--- config.mk ---
export PLATFORM = sky130hd
export DESIGN_NAME = resize_scan_controller_flat
export DESIGN_NICKNAME = d
export VERILOG_FILES = /design/src/rtl/resize_scan_controller_if.sv /design/src/rtl/resize_scan_controller.sv /design/src/flat_wrapper.sv
export SDC_FILE = /design/constraint.sdc
export NUM_CORES = 1
export LEC_CHECK = 0
export CORE_MARGIN = 2
export CORE_UTILIZATION = 58
export DETAILED_ROUTE_END_ITERATION = 7
export HOLD_SLACK_MARGIN = 0.02
export PLACE_DENSITY = 0.85
export SYNTH_ARGS = -nofsm -noshare
export SYNTH_HDL_FRONTEND = slang
export SYNTH_SLANG_ARGS = --single-unit
--- constraint.sdc ---
create_clock -name clock -period 4.45 [get_ports clock]
set_input_delay 0.6675 -clock clock [delete_from_list [all_inputs] [get_ports clock]]
set_output_delay 0.6675 -clock clock [all_outputs]
set_load 0.005 [all_outputs]
--- src/rtl/resize_scan_controller_if.sv ---
// Bundles the two buses of the raster-scan sequencer:
//   - source memory read port: rd_en/rd_addr out, rd_data back one cycle later
//   - pixel stream to the output writer: horizontal_sync strobe, r/g/b, out_row/out_col
// master = sequencer side, slave = memory/writer side.
interface resize_scan_controller_if #(
  parameter int ADDR_W = 20
);
  logic              rd_en;
  logic [ADDR_W-1:0] rd_addr;
  logic [23:0]       rd_data;
  logic              horizontal_sync;
  logic [7:0]        r;
  logic [7:0]        g;
  logic [7:0]        b;
  logic [15:0]       out_col;
  logic [15:0]       out_row;

  modport master (
    output rd_en, rd_addr,
    input  rd_data,
    output horizontal_sync, r, g, b, out_col, out_row
  );

  modport slave (
    input  rd_en, rd_addr,
    output rd_data,
    input  horizontal_sync, r, g, b, out_col, out_row
  );
endinterface

--- src/rtl/resize_scan_controller.sv ---
// Raster-scan sequencer: walks the source pixel RAM row-major, one read per
// cycle, with HBLANK idle cycles between rows and a frame_done pulse at the end.
// Latency: rd_en in cycle t, rd_data in t+1, registered pixel on horizontal_sync in t+2.
// Backpressure: stall blocks new reads only; up to 2 in-flight beats still emerge.
// Ports: clock/reset (async, active-low); start (sampled in IDLE); stall;
//   busy (frame in progress, through the frame_done cycle); frame_done (1-cycle pulse);
//   bus: memory read port and pixel output stream (see resize_scan_controller_if).
module resize_scan_controller #(
  parameter int WIDTH  = 768,
  parameter int HEIGHT = 512,
  parameter int HBLANK = 160,
  parameter int ADDR_W = 20
) (
  input  logic clock,
  input  logic reset,
  input  logic start,
  input  logic stall,
  output logic busy,
  output logic frame_done,
  resize_scan_controller_if.master bus
);

  localparam logic [15:0] LAST_COL   = 16'(WIDTH - 1);
  localparam logic [15:0] LAST_ROW   = 16'(HEIGHT - 1);
  localparam logic [15:0] BLANK_LAST = 16'(HBLANK - 1);
  // Two pipeline stages (memory read + output register) must empty before DONE.
  localparam logic [15:0] DRAIN_LAST = 16'd1;

  typedef enum logic [2:0] {
    S_IDLE,
    S_ACTIVE,
    S_BLANK,
    S_DRAIN,
    S_DONE
  } state_t;

  state_t            state;
  state_t            state_nxt;
  logic              issue;
  logic [15:0]       col;
  logic [15:0]       row;
  logic [15:0]       cnt;
  logic [ADDR_W-1:0] addr;

  // Pipeline: stage 1 tracks the read in flight, stage 2 is the output register.
  logic        vld1;
  logic [15:0] row1;
  logic [15:0] col1;
  logic        hs_q;
  logic [23:0] rgb_q;
  logic [15:0] row_q;
  logic [15:0] col_q;

  always_ff @(posedge clock or negedge reset) begin
    if (!reset) state <= S_IDLE;
    else        state <= state_nxt;
  end

  always_comb begin
    state_nxt = state;
    issue     = 1'b0;
    case (state)
      S_IDLE: begin
        if (start) state_nxt = S_ACTIVE;
      end
      S_ACTIVE: begin
        if (!stall) begin
          issue = 1'b1;
          if (col == LAST_COL) begin
            if (row == LAST_ROW)  state_nxt = S_DRAIN;
            else if (HBLANK > 0)  state_nxt = S_BLANK;
          end
        end
      end
      S_BLANK: begin
        if (cnt == BLANK_LAST) state_nxt = S_ACTIVE;
      end
      S_DRAIN: begin
        if (cnt == DRAIN_LAST) state_nxt = S_DONE;
      end
      S_DONE: begin
        state_nxt = S_IDLE;
      end
      default: begin
        state_nxt = S_IDLE;
      end
    endcase
  end

  // Scan counters. The address is kept incrementally alongside row/col so
  // no row*WIDTH product is ever formed.
  always_ff @(posedge clock or negedge reset) begin
    if (!reset) begin
      col  <= '0;
      row  <= '0;
      addr <= '0;
      cnt  <= '0;
    end else begin
      if (state == S_IDLE && start) begin
        col  <= '0;
        row  <= '0;
        addr <= '0;
      end else if (issue) begin
        addr <= addr + ADDR_W'(1);
        if (col == LAST_COL) begin
          col <= '0;
          if (row != LAST_ROW) row <= row + 16'd1;
        end else begin
          col <= col + 16'd1;
        end
      end
      // Dwell counter for BLANK/DRAIN; cleared on every state change.
      if ((state == S_BLANK || state == S_DRAIN) && state_nxt == state)
        cnt <= cnt + 16'd1;
      else
        cnt <= '0;
    end
  end

  always_ff @(posedge clock or negedge reset) begin
    if (!reset) begin
      vld1  <= 1'b0;
      row1  <= '0;
      col1  <= '0;
      hs_q  <= 1'b0;
      rgb_q <= '0;
      row_q <= '0;
      col_q <= '0;
    end else begin
      vld1 <= issue;
      if (issue) begin
        row1 <= row;
        col1 <= col;
      end
      hs_q <= vld1;
      // Pixel and coordinates hold their last value between beats.
      if (vld1) begin
        rgb_q <= bus.rd_data;
        row_q <= row1;
        col_q <= col1;
      end
    end
  end

  assign bus.rd_en           = issue;
  assign bus.rd_addr         = addr;
  assign bus.horizontal_sync = hs_q;
  assign bus.r               = rgb_q[23:16];
  assign bus.g               = rgb_q[15:8];
  assign bus.b               = rgb_q[7:0];
  assign bus.out_row         = row_q;
  assign bus.out_col         = col_q;
  assign busy                = (state != S_IDLE);
  assign frame_done          = (state == S_DONE);

endmodule

--- src/flat_wrapper.sv ---
// flat-port wrapper written by rule: the top's interface ports become plain ports
module resize_scan_controller_flat 
#(
  parameter int WIDTH  = 768,
  parameter int HEIGHT = 512,
  parameter int HBLANK = 160,
  parameter int ADDR_W = 20
)
  (clock, reset, start, stall, busy, frame_done, bus_rd_en, bus_rd_addr, bus_rd_data, bus_horizontal_sync, bus_r, bus_g, bus_b, bus_out_col, bus_out_row);
  resize_scan_controller_if #(.ADDR_W(ADDR_W)) bus_i ();
  input  logic clock;
  input  logic reset;
  input  logic start;
  input  logic stall;
  output logic busy;
  output logic frame_done;
  output wire logic [$bits(bus_i.rd_en)-1:0] bus_rd_en;
  output wire logic [$bits(bus_i.rd_addr)-1:0] bus_rd_addr;
  input wire logic [$bits(bus_i.rd_data)-1:0] bus_rd_data;
  output wire logic [$bits(bus_i.horizontal_sync)-1:0] bus_horizontal_sync;
  output wire logic [$bits(bus_i.r)-1:0] bus_r;
  output wire logic [$bits(bus_i.g)-1:0] bus_g;
  output wire logic [$bits(bus_i.b)-1:0] bus_b;
  output wire logic [$bits(bus_i.out_col)-1:0] bus_out_col;
  output wire logic [$bits(bus_i.out_row)-1:0] bus_out_row;
  assign bus_rd_en = bus_i.rd_en;
  assign bus_rd_addr = bus_i.rd_addr;
  assign bus_i.rd_data = bus_rd_data;
  assign bus_horizontal_sync = bus_i.horizontal_sync;
  assign bus_r = bus_i.r;
  assign bus_g = bus_i.g;
  assign bus_b = bus_i.b;
  assign bus_out_col = bus_i.out_col;
  assign bus_out_row = bus_i.out_row;
  resize_scan_controller #(.WIDTH(WIDTH), .HEIGHT(HEIGHT), .HBLANK(HBLANK), .ADDR_W(ADDR_W)) u_core (.clock(clock), .reset(reset), .start(start), .stall(stall), .busy(busy), .frame_done(frame_done), .bus(bus_i));
endmodule
==> impl_metrics.env <==
export IMPL_run_status="complete, no violations"
export IMPL_synthAdderAreaFrac_pct=0.8922
export IMPL_avgSynthCellArea_um2=10.84
export IMPL_grt_usage_pct=22.94
export IMPL_synth_top_family_by_area="simple AND/OR/NAND/NOR gates"
export IMPL_maxSlewViolCount=0
export IMPL_grt_pass1_wl_um=23830
export IMPL_vias=5219
export IMPL_initial_utilization_pct=58.87
export IMPL_hold_viol=0
export IMPL_startpoint_type="input port"
export IMPL_cap_violations=0
export IMPL_wirelength_um=14040
export IMPL_drt_iter0_markers=391
export IMPL_die_y_um=114.0
export IMPL_gp_congestion=0.9171
export IMPL_path_clk_slew_ns=0.06
export IMPL_wl_per_cell_um=15.46
export IMPL_place_worst_setup_slack_ns=1.224
export IMPL_grt_max_degree=111
export IMPL_worstPathArrival_ns=2.56
export IMPL_relSlewSlack_pct=22.89
export IMPL_die_area_um2=12980
export IMPL_ioPinCount=108
export IMPL_diodes=0
export IMPL_power_w=0.003506
export IMPL_die_width_um=114.0
export IMPL_fmax_mhz=309.9
export IMPL_period_share_pct=72.52
export IMPL_synth_compound_area_share_pct=4.818
export IMPL_cts_root_buf="clkbuf_16"
export IMPL_synthTopCellsByCount="dfrtp_1, nand2_1, mux2_2, nor2_1, xor2_1"
export IMPL_fill_cells=828
export IMPL_cts_setup_buffers=0
export IMPL_cts_sinks=161
export IMPL_portBuffers=107
export IMPL_overflow=0
export IMPL_netlist_area_um2=7012
export IMPL_h_tree_depth=4
export IMPL_synth_distinct_cells=53
export IMPL_cts_tree="built"
export IMPL_drtAntennaViolNets=0
export IMPL_synth_most_common_cell="dfrtp_1"
export IMPL_viasPerCell=5.748
export IMPL_post_route_worst_setup_slack_ns=1.223
export IMPL_synth_simple_area_share_pct=20.36
export IMPL_finalNetCount=783
export IMPL_cts_buffers=17
export IMPL_ir_drop_v=0.0002747
export IMPL_end_kind="primary output"
export IMPL_row_count=40
export IMPL_hp_class="input port to async pin"
export IMPL_ctsResizeCount=0
export IMPL_grt_antenna_before_repair=0
export IMPL_finalSetupViolations=0
export IMPL_firstDrtPassIters=5
export IMPL_drive_gt1_share_pct=13.27
export IMPL_synth_fp_nets=680
export IMPL_leakagePower_nw=3.958
export IMPL_clk_latency_ns=0.42
export IMPL_synth_top_area_cell="dfrtp_1"
export IMPL_muxShareOfSynthArea_pct=9.136
export IMPL_synth_seq_area_share_pct=57.46
export IMPL_synth_top_area_share_pct=57.46
export IMPL_drc=0
export IMPL_power_density_nw_per_um2=400.2
export IMPL_areaGrowthSynthToFinish_pct=24.96
export IMPL_yosys_warnings=0
export IMPL_finalCriticalPeriod_ns=3.227
export IMPL_cp_data_required_time_ns=3.78
export IMPL_async_reset_ff_share_pct=100.0
export IMPL_synth_edf_count=0
export IMPL_clock_skew_ns=0.007169
export IMPL_grt_setup_unrepaired="no"
export IMPL_ys_dominant_reg_cell="dfrtp_1"
export IMPL_crit_type="input port to primary output"
export IMPL_place_hpwl_um=9226
export IMPL_cts_hold_buf=0
export IMPL_core_um2=11910
export IMPL_synthCells=647
export IMPL_grt_pass1_vias=5029
export IMPL_synth_seq_cells=161
export IMPL_tightestPinTransition_ns=1.154
export IMPL_tns_ns=0
export IMPL_synth_area_top_cells="dfrtp_1, mux2_2, nand2_1"
export IMPL_cp_max_fo=32
export IMPL_cts_buffer_depth=2
export IMPL_synth_xor_area_share_pct=5.246
-- placed cells by master, fill, tap and decap left out, drive strengths merged, types with 5 or more instances in the layout --
cell type / n
a21oi: 16
ha: 5
nand2: 130
xnor2: 18
dfrtp: 161
and4: 9
nor2: 53
and3: 10
or4: 8
or3: 10
buf: 8
clkdlybuf4s50: 106
o21ai: 12
mux2: 56
nor3: 14
nor4: 11
nand4: 19
xor2: 24
o31ai: 6
nand3: 21
clkbuf: 23
clkinv: 5
-- worst paths after layout --
check                      cells past startpoint  slack (ns)                     end      startpoint
min in group clock                             2        0.47          u_core.col1[9]  u_core.col1[9]
max                                            4        1.22               bus_rd_en           stall
max reg2reg                                    5        1.96          u_core.row[12]  u_core.col[12]
max in group asynchronous                      2        3.11  u_core.bus.out_row[11]           reset
min reg2reg                                    2        0.47          u_core.col1[9]  u_core.col1[9]
min                                            1        0.38          u_core.col1[9]           reset
-- final cells by class --
| type | instances | area, um2 | area share, % |
|---|---|---|---|
| Sequential cell | 161 | 4030 | 45.99 |
| Multi-Input combinational cell | 453 | 2843 | 32.44 |
| Timing Repair Buffer | 114 | 1125 | 12.84 |
| Clock buffer | 23 | 457.9 | 5.226 |
| Tap cell | 147 | 183.9 | 2.099 |
| Clock inverter | 7 | 110.1 | 1.257 |
| Inverter | 3 | 12.51 | 0.1428 |
-- metal layers --
layer / share of wire [%] / routed length [um] / global-route usage [%]
met5: 0 / 0 / 0
met1: 44 / 6162 / 30.43
met3: 5.5 / 774 / 4.888
met2: 49 / 6881 / 37.22
met4: 1.6 / 222 / 9.268
-- worst max-delay path, stage by stage --
cell,delay (ns)
clkdlybuf4s50_1,0.43
or4b_4,0.50
clkinv_2,0.35
clkdlybuf4s50_1,0.60
-- cells by family after synthesis --
kind of cell               Yosys count
xor gates and xnor gates            42
DFF                                161
and+or+nand+nor                    297
buffers and inverters               33
adders and majority gates            5
muxes                               57
AOI/OAI and AO/OA                   52
-- power breakdown --
part	internal [W]	leakage, nW	total (W)	switching, W
Clock	0.000887	0.281	0.00142	0.000533
Sequential	0.00158	2.15	0.00167	0.0000960
Combinational	0.000241	1.53	0.000413	0.000172
-- flip-flops by register name, indices dropped and copies added, names as in the netlist, 16 cells and up --
name                cells
u_core.cnt             16
u_core.bus.out_row     16
u_core.col             16
u_core.col1            16
u_core.row             16
u_core.rgb_q           24
u_core.bus.rd_addr     20
u_core.row1            16
u_core.bus.out_col     16
-- stage by stage --
step,hold WS (ns),instance area (um2),utilization (%),std cells
after floorplan,0.3704,7012,-,647
final,0.3752,8762,73.56,908
after global placement,0.4568,8194,68.79,878
after CTS,0.4299,8762,73.56,908
after detailed placement,0.4584,8194,68.79,878
after global routing,0.4770,8762,73.56,908
Note: power is estimated with default switching activity, not from simulation.
==> RTL change 1, RTL diff (same flow settings) <==
Encoding of `state_t`: now one-hot (5 bits for 5 states).
--- a/src/rtl/resize_scan_controller.sv
+++ b/src/rtl/resize_scan_controller.sv
@@ -28,8 +28,8 @@
 
-  typedef enum logic [2:0] {
-    S_IDLE,
-    S_ACTIVE,
-    S_BLANK,
-    S_DRAIN,
-    S_DONE
+  typedef enum logic [4:0] {
+    S_IDLE   = 5'b00001,
+    S_ACTIVE = 5'b00010,
+    S_BLANK  = 5'b00100,
+    S_DRAIN  = 5'b01000,
+    S_DONE   = 5'b10000
   } state_t;
Behaviour: same outputs for any inputs over 10 cycles, from zero or initial values and one cycle with reset low; not proved beyond that.
==> RTL change 1 against the original RTL <==
  * Sequential share of layout area up 0.16 points
  * Sequential cell count grew 2
  * Area after synthesis rose by 1.2%
  * Largest power group unchanged
  * Setup slack lost 0.19 ns
  * Via count is 1.1% higher
  * Global-route usage grew 0.67 points
  * Non-clock buffer count down 1
  * Wire length is 4.7% higher
  * Total power grew 14%
  * Design area is 0.93% higher
  * Utilization rose by 0.37 points
  * Maximum frequency decreased by 5.4%
==> RTL change 1: results (changes against the original RTL) <==
grt:
  grt_max_degree: 115  # +3.6%
  grt_pass1_vias: 5225  # +3.9%
  grt_usage_pct: 23.6  # +0.67 points
  grt_pass1_wl_um: 24700  # +3.7%
synth:
  ys_types: 45  # -15%
  syn_nets: 694  # +2.1%
  post_synth.cell_area_avg_um2: 10.7  # -0.95%
  synthTopCellsByCount: "dfrtp_1, nand2_1, nor2_1"
  yosysSeqAreaShare_pct: 57.5  # about the same
  synth_top_area_share_pct: 57.1  # -0.33 points
power:
  ir_drop_uv: 246  # -10%
  p_sw_mw: 0.997  # +24%
  leakage_nw: 3.97  # +0.19%
sta:
  skew_ns: 0.00639  # -0.000778 ns
  slew_headroom_pct: 21.9  # -0.95 points
route:
  wl_per_cell_um: 15.9  # +3.0%
  drt-total-wl_um: 14700  # +4.7%
  drt_first_pass_iters: 6  # +1
  drt_iter0_markers: 345  # -12%
  vias: 5275  # +1.1%
place:
  post-place-ws_ns: 1.20  # -0.0262 ns
  post-dp-hpwl_um: 9720  # +5.3%
  dp_cells: 892  # +1.6%
  gp_congestion: 0.856  # -6.7%
cells_and_area:
  nets: 797  # +1.8%
  final_layout_size_suffix_gt1_share_pct: 12.6  # -0.64 points
setup_path:
  critPathArrivalTime_ns: 2.75  # +0.19 ns
  cp_max_fo: 26  # -19%
outcome:
  outcome: "finished clean"
## RTL change 1: changes by cell type after synthesis, sizes merged, moves of 4 or more
cell	unedited run	this run
inv	2	9
nand2	130	121
nand3	21	25
nand4	19	27
nor2	53	64
nor3	14	9
o21ai	12	18
## RTL change 1: final timing paths
kind,endpoint,start,slack (ns),depth (start not counted)
worst min-delay path,u_core.bus.out_col[6],reset,0.40,1
max in group asynchronous,u_core.row1[8],reset,3.12,2
min in group clock,u_core.row1[9],u_core.row1[9],0.48,2
worst min register to register,u_core.row1[9],u_core.row1[9],0.48,2
worst max-delay path,bus_rd_en,u_core.state[3],1.04,4
worst max register to register,u_core.row[9],u_core.state[3],1.45,7
## RTL change 1: final cells by class
cell class / instances / area share (%)
Clock buffer: 27 / 5.80
Sequential cell: 163 / 46.2
Timing Repair Buffer: 113 / 12.6
Multi-Input combinational cell: 460 / 32.4
Tap cell: 147 / 2.08
Inverter: 9 / 0.382
Clock inverter: 4 / 0.538
## RTL change 1: power by group through the flow
stage | Combinational, mW | Clock (mW) | Sequential [mW]
after floorplan | 0.344 | 0 | 1.83
after global placement | 0.756 | 0 | 1.84
after detailed placement | 0.789 | 0 | 1.87
after CTS | 0.793 | 1.40 | 1.84
after global routing | 0.848 | 1.46 | 1.87
final | 0.781 | 1.38 | 1.84
## RTL change 1: metal layers
layer	vias up	wire, µm	track usage [%]
met1	2552	6550	32.2
li1	2488	-	-
met4	0	244	10.1
met2	205	6920	36.5
met5	-	0	0
met3	30	998	5.72
## RTL change 1: kinds of logic after synthesis
family	Yosys count	synth area share [%]
xor+xnor	45	5.55
fa+ha+maj	5	0.882
compound gates	49	4.13
mux	57	9.03
simple gates	304	20.8
buf+inv	38	2.12
flops	163	57.5
## RTL change 1: stage by stage
| stage | hold WS [ns] | area (µm²) |
|---|---|---|
| floorplan | 0.370 | 7100 |
| global placement | 0.459 | 8280 |
| detailed placement | 0.460 | 8280 |
| CTS | 0.437 | 8840 |
| global route | 0.490 | 8840 |
| finish | 0.404 | 8840 |
## RTL change 1: critical path, cell delays in order, from the launching register on
cell             delay (ns)
dfrtp_1                0.41
or3_1                  0.43
or3_2                  0.49
inv_2                  0.40
clkdlybuf4s50_1        0.60
==> RTL change 2, RTL diff (same flow settings) <==
Without the edit above. `ADDR_W` is set to 20 in 3 places; all go to 40.
--- a/src/rtl/resize_scan_controller_if.sv
+++ b/src/rtl/resize_scan_controller_if.sv
@@ -5,3 +5,3 @@
 interface resize_scan_controller_if #(
-  parameter int ADDR_W = 20
+  parameter int ADDR_W = 40
 );
--- a/src/rtl/resize_scan_controller.sv
+++ b/src/rtl/resize_scan_controller.sv
@@ -11,3 +11,3 @@
   parameter int HBLANK = 160,
-  parameter int ADDR_W = 20
+  parameter int ADDR_W = 40
 ) (
--- a/src/flat_wrapper.sv
+++ b/src/flat_wrapper.sv
@@ -6,3 +6,3 @@
   parameter int HBLANK = 160,
-  parameter int ADDR_W = 20
+  parameter int ADDR_W = 40
 )
Ports: changed (resized bus_rd_addr); port bits go from 108 to 128. No check against the original RTL was run, so the function may have changed too.
==> RTL change 2 against the original RTL <==
  * Design area is 14% higher
  * Area after synthesis rose by 13%
  * Sequential cell count rose by 20
  * Utilization increased by 1.4 points
  * Register-to-register slack worse by 0.79 ns
  * Via count rose by 18%
  * Total power rose by 9.1%
  * First-iteration DRC count increased by 12%
  * Wire length grew 31%
  * Setup slack worse by 0.31 ns
  * Largest power group unchanged
  * Global-route usage is 3.6 points higher
  * Worst hold slack better by 0.017 ns
==> RTL change 2: results (changes against the original RTL) <==
clock_network:
  cts_resized: 0  # unchanged
setup_path:
  r2r-start: "u_core.state[1]"
  cp_max_fo: 18  # -44%
  critPathArrivalTime_ns: 2.87  # +0.31 ns
  r2r_end: "u_core.bus.rd_addr[39]"
route:
  wl_per_cell_um: 17.3  # +12%
  vias: 6168  # +18%
grt:
  antenna_found_initial: 0  # unchanged
  grt_pass1_vias: 6017  # +20%
  grt_max_degree: 119  # +7.2%
  grt_pass1_wl_um: 30500  # +28%
  grt_usage_pct: 26.6  # +3.6 points
outcome:
  outcome: "finished clean"
sta:
  worst_pin_slew_ns: 1.28  # +0.123 ns
  setup_ws_ns: 0.910  # -0.313 ns
  whs_ns: 0.392  # +0.0171 ns
synth:
  synth_fa_ha_area_share_pct: 0.788  # -0.10 points
  synthMuxAreaShare_pct: 8.06  # -1.1 points
  yosysSeqAreaShare_pct: 57.0  # -0.44 points
  synth_xor_area_share_pct: 5.62  # +0.38 points
  ys_types: 44  # -17%
  synth.area.top_cells: "dfrtp_1, mux2_2, nand2_1"
  synth-compound-area-share_pct: 4.90  # +0.080 points
  syn_nets: 796  # +17%
place:
  post-place-ws_ns: 0.578  # -0.645 ns
  gp_congestion: 0.914  # -0.34%
  post-dp-hpwl_um: 12100  # +31%
  numPortBuffers: 127  # +19%
power:
  ir_drop_uv: 262  # -4.6%
cells_and_area:
  final_layout_size_suffix_gt1_share_pct: 11.0  # -2.3 points
  nets: 913  # +17%
==> RTL change 2: changes by cell type after synthesis, moves of 9 or more <==
cell / unedited run / this run
xnor2_1: 18 / 34
or3_1: 9 / 18
nand2_1: 129 / 141
o21ai_0: 9 / 31
nand3_1: 21 / 35
dfrtp_1: 161 / 181
nor2_1: 52 / 69
==> RTL change 2: per-layer routing <==
metal / wire length [µm] / vias up / track usage, %
li1: - / 2887 / -
met1: 7910 / 3011 / 35.3
met2: 8900 / 246 / 43.2
met3: 1380 / 24 / 7.33
met4: 268 / 0 / 7.49
met5: 0 / - / 0
==> RTL change 2: kinds of logic after synthesis <==
kind of cell | Yosys count
buffers and inverters | 43
AND/OR/NAND/NOR | 358
AO/OA/AOI/OAI | 68
XOR/XNOR | 51
adder cells (fa/ha/maj) | 5
flip-flops | 181
multiplexers | 57
==> RTL change 2: critical path: stages <==
cell	delay [ns]
clkdlybuf4s50_1	0.42
or4b_1	0.82
inv_2	0.36
clkdlybuf4s50_1	0.59
==> RTL change 2: per-stage QoR <==
| stage | cells | utilization (%) |
|---|---|---|
| after CTS | 1068 | 75.0 |
| after detailed placement | 1037 | 70.3 |
| final | 1068 | 75.0 |
| after global routing | 1068 | 75.0 |
| after floorplan | 763 | - |
| after global placement | 1037 | 70.3 |
==> RTL change 2: final cells by class <==
| cell class | count | area (µm²) | share of cell area (%) |
|---|---|---|---|
| tap | 176 | 220 | 2.21 |
| inverter | 10 | 37.5 | 0.376 |
| timing repair buffer | 131 | 1320 | 13.2 |
| sequential | 181 | 4530 | 45.4 |
| multi-input combinational | 539 | 3250 | 32.6 |
| clock buffer | 20 | 467 | 4.68 |
| clock inverter | 11 | 151 | 1.52 |
==> RTL change 2: where the power goes <==
| group | switching, mW | internal (mW) |
|---|---|---|
| clock | 0.619 | 0.926 |
| sequential | 0.129 | 1.76 |
| combinational | 0.168 | 0.229 |
| total | 0.916 | 2.91 |
==> RTL change 2: how the worst max path moves through the flow <==
stage	slack (ns)	cells after the start	endpoint	start
3_3_place_gp	0.66	6	u_core.bus.rd_addr[39]	stall
6_report	0.91	4	bus_rd_en	stall
3_5_place_dp	0.58	6	u_core.bus.rd_addr[39]	stall
4_1_cts	0.89	4	bus_rd_en	stall
2_1_floorplan	1.68	7	u_core.bus.rd_addr[36]	stall
5_1_grt	0.80	4	bus_rd_en	stall
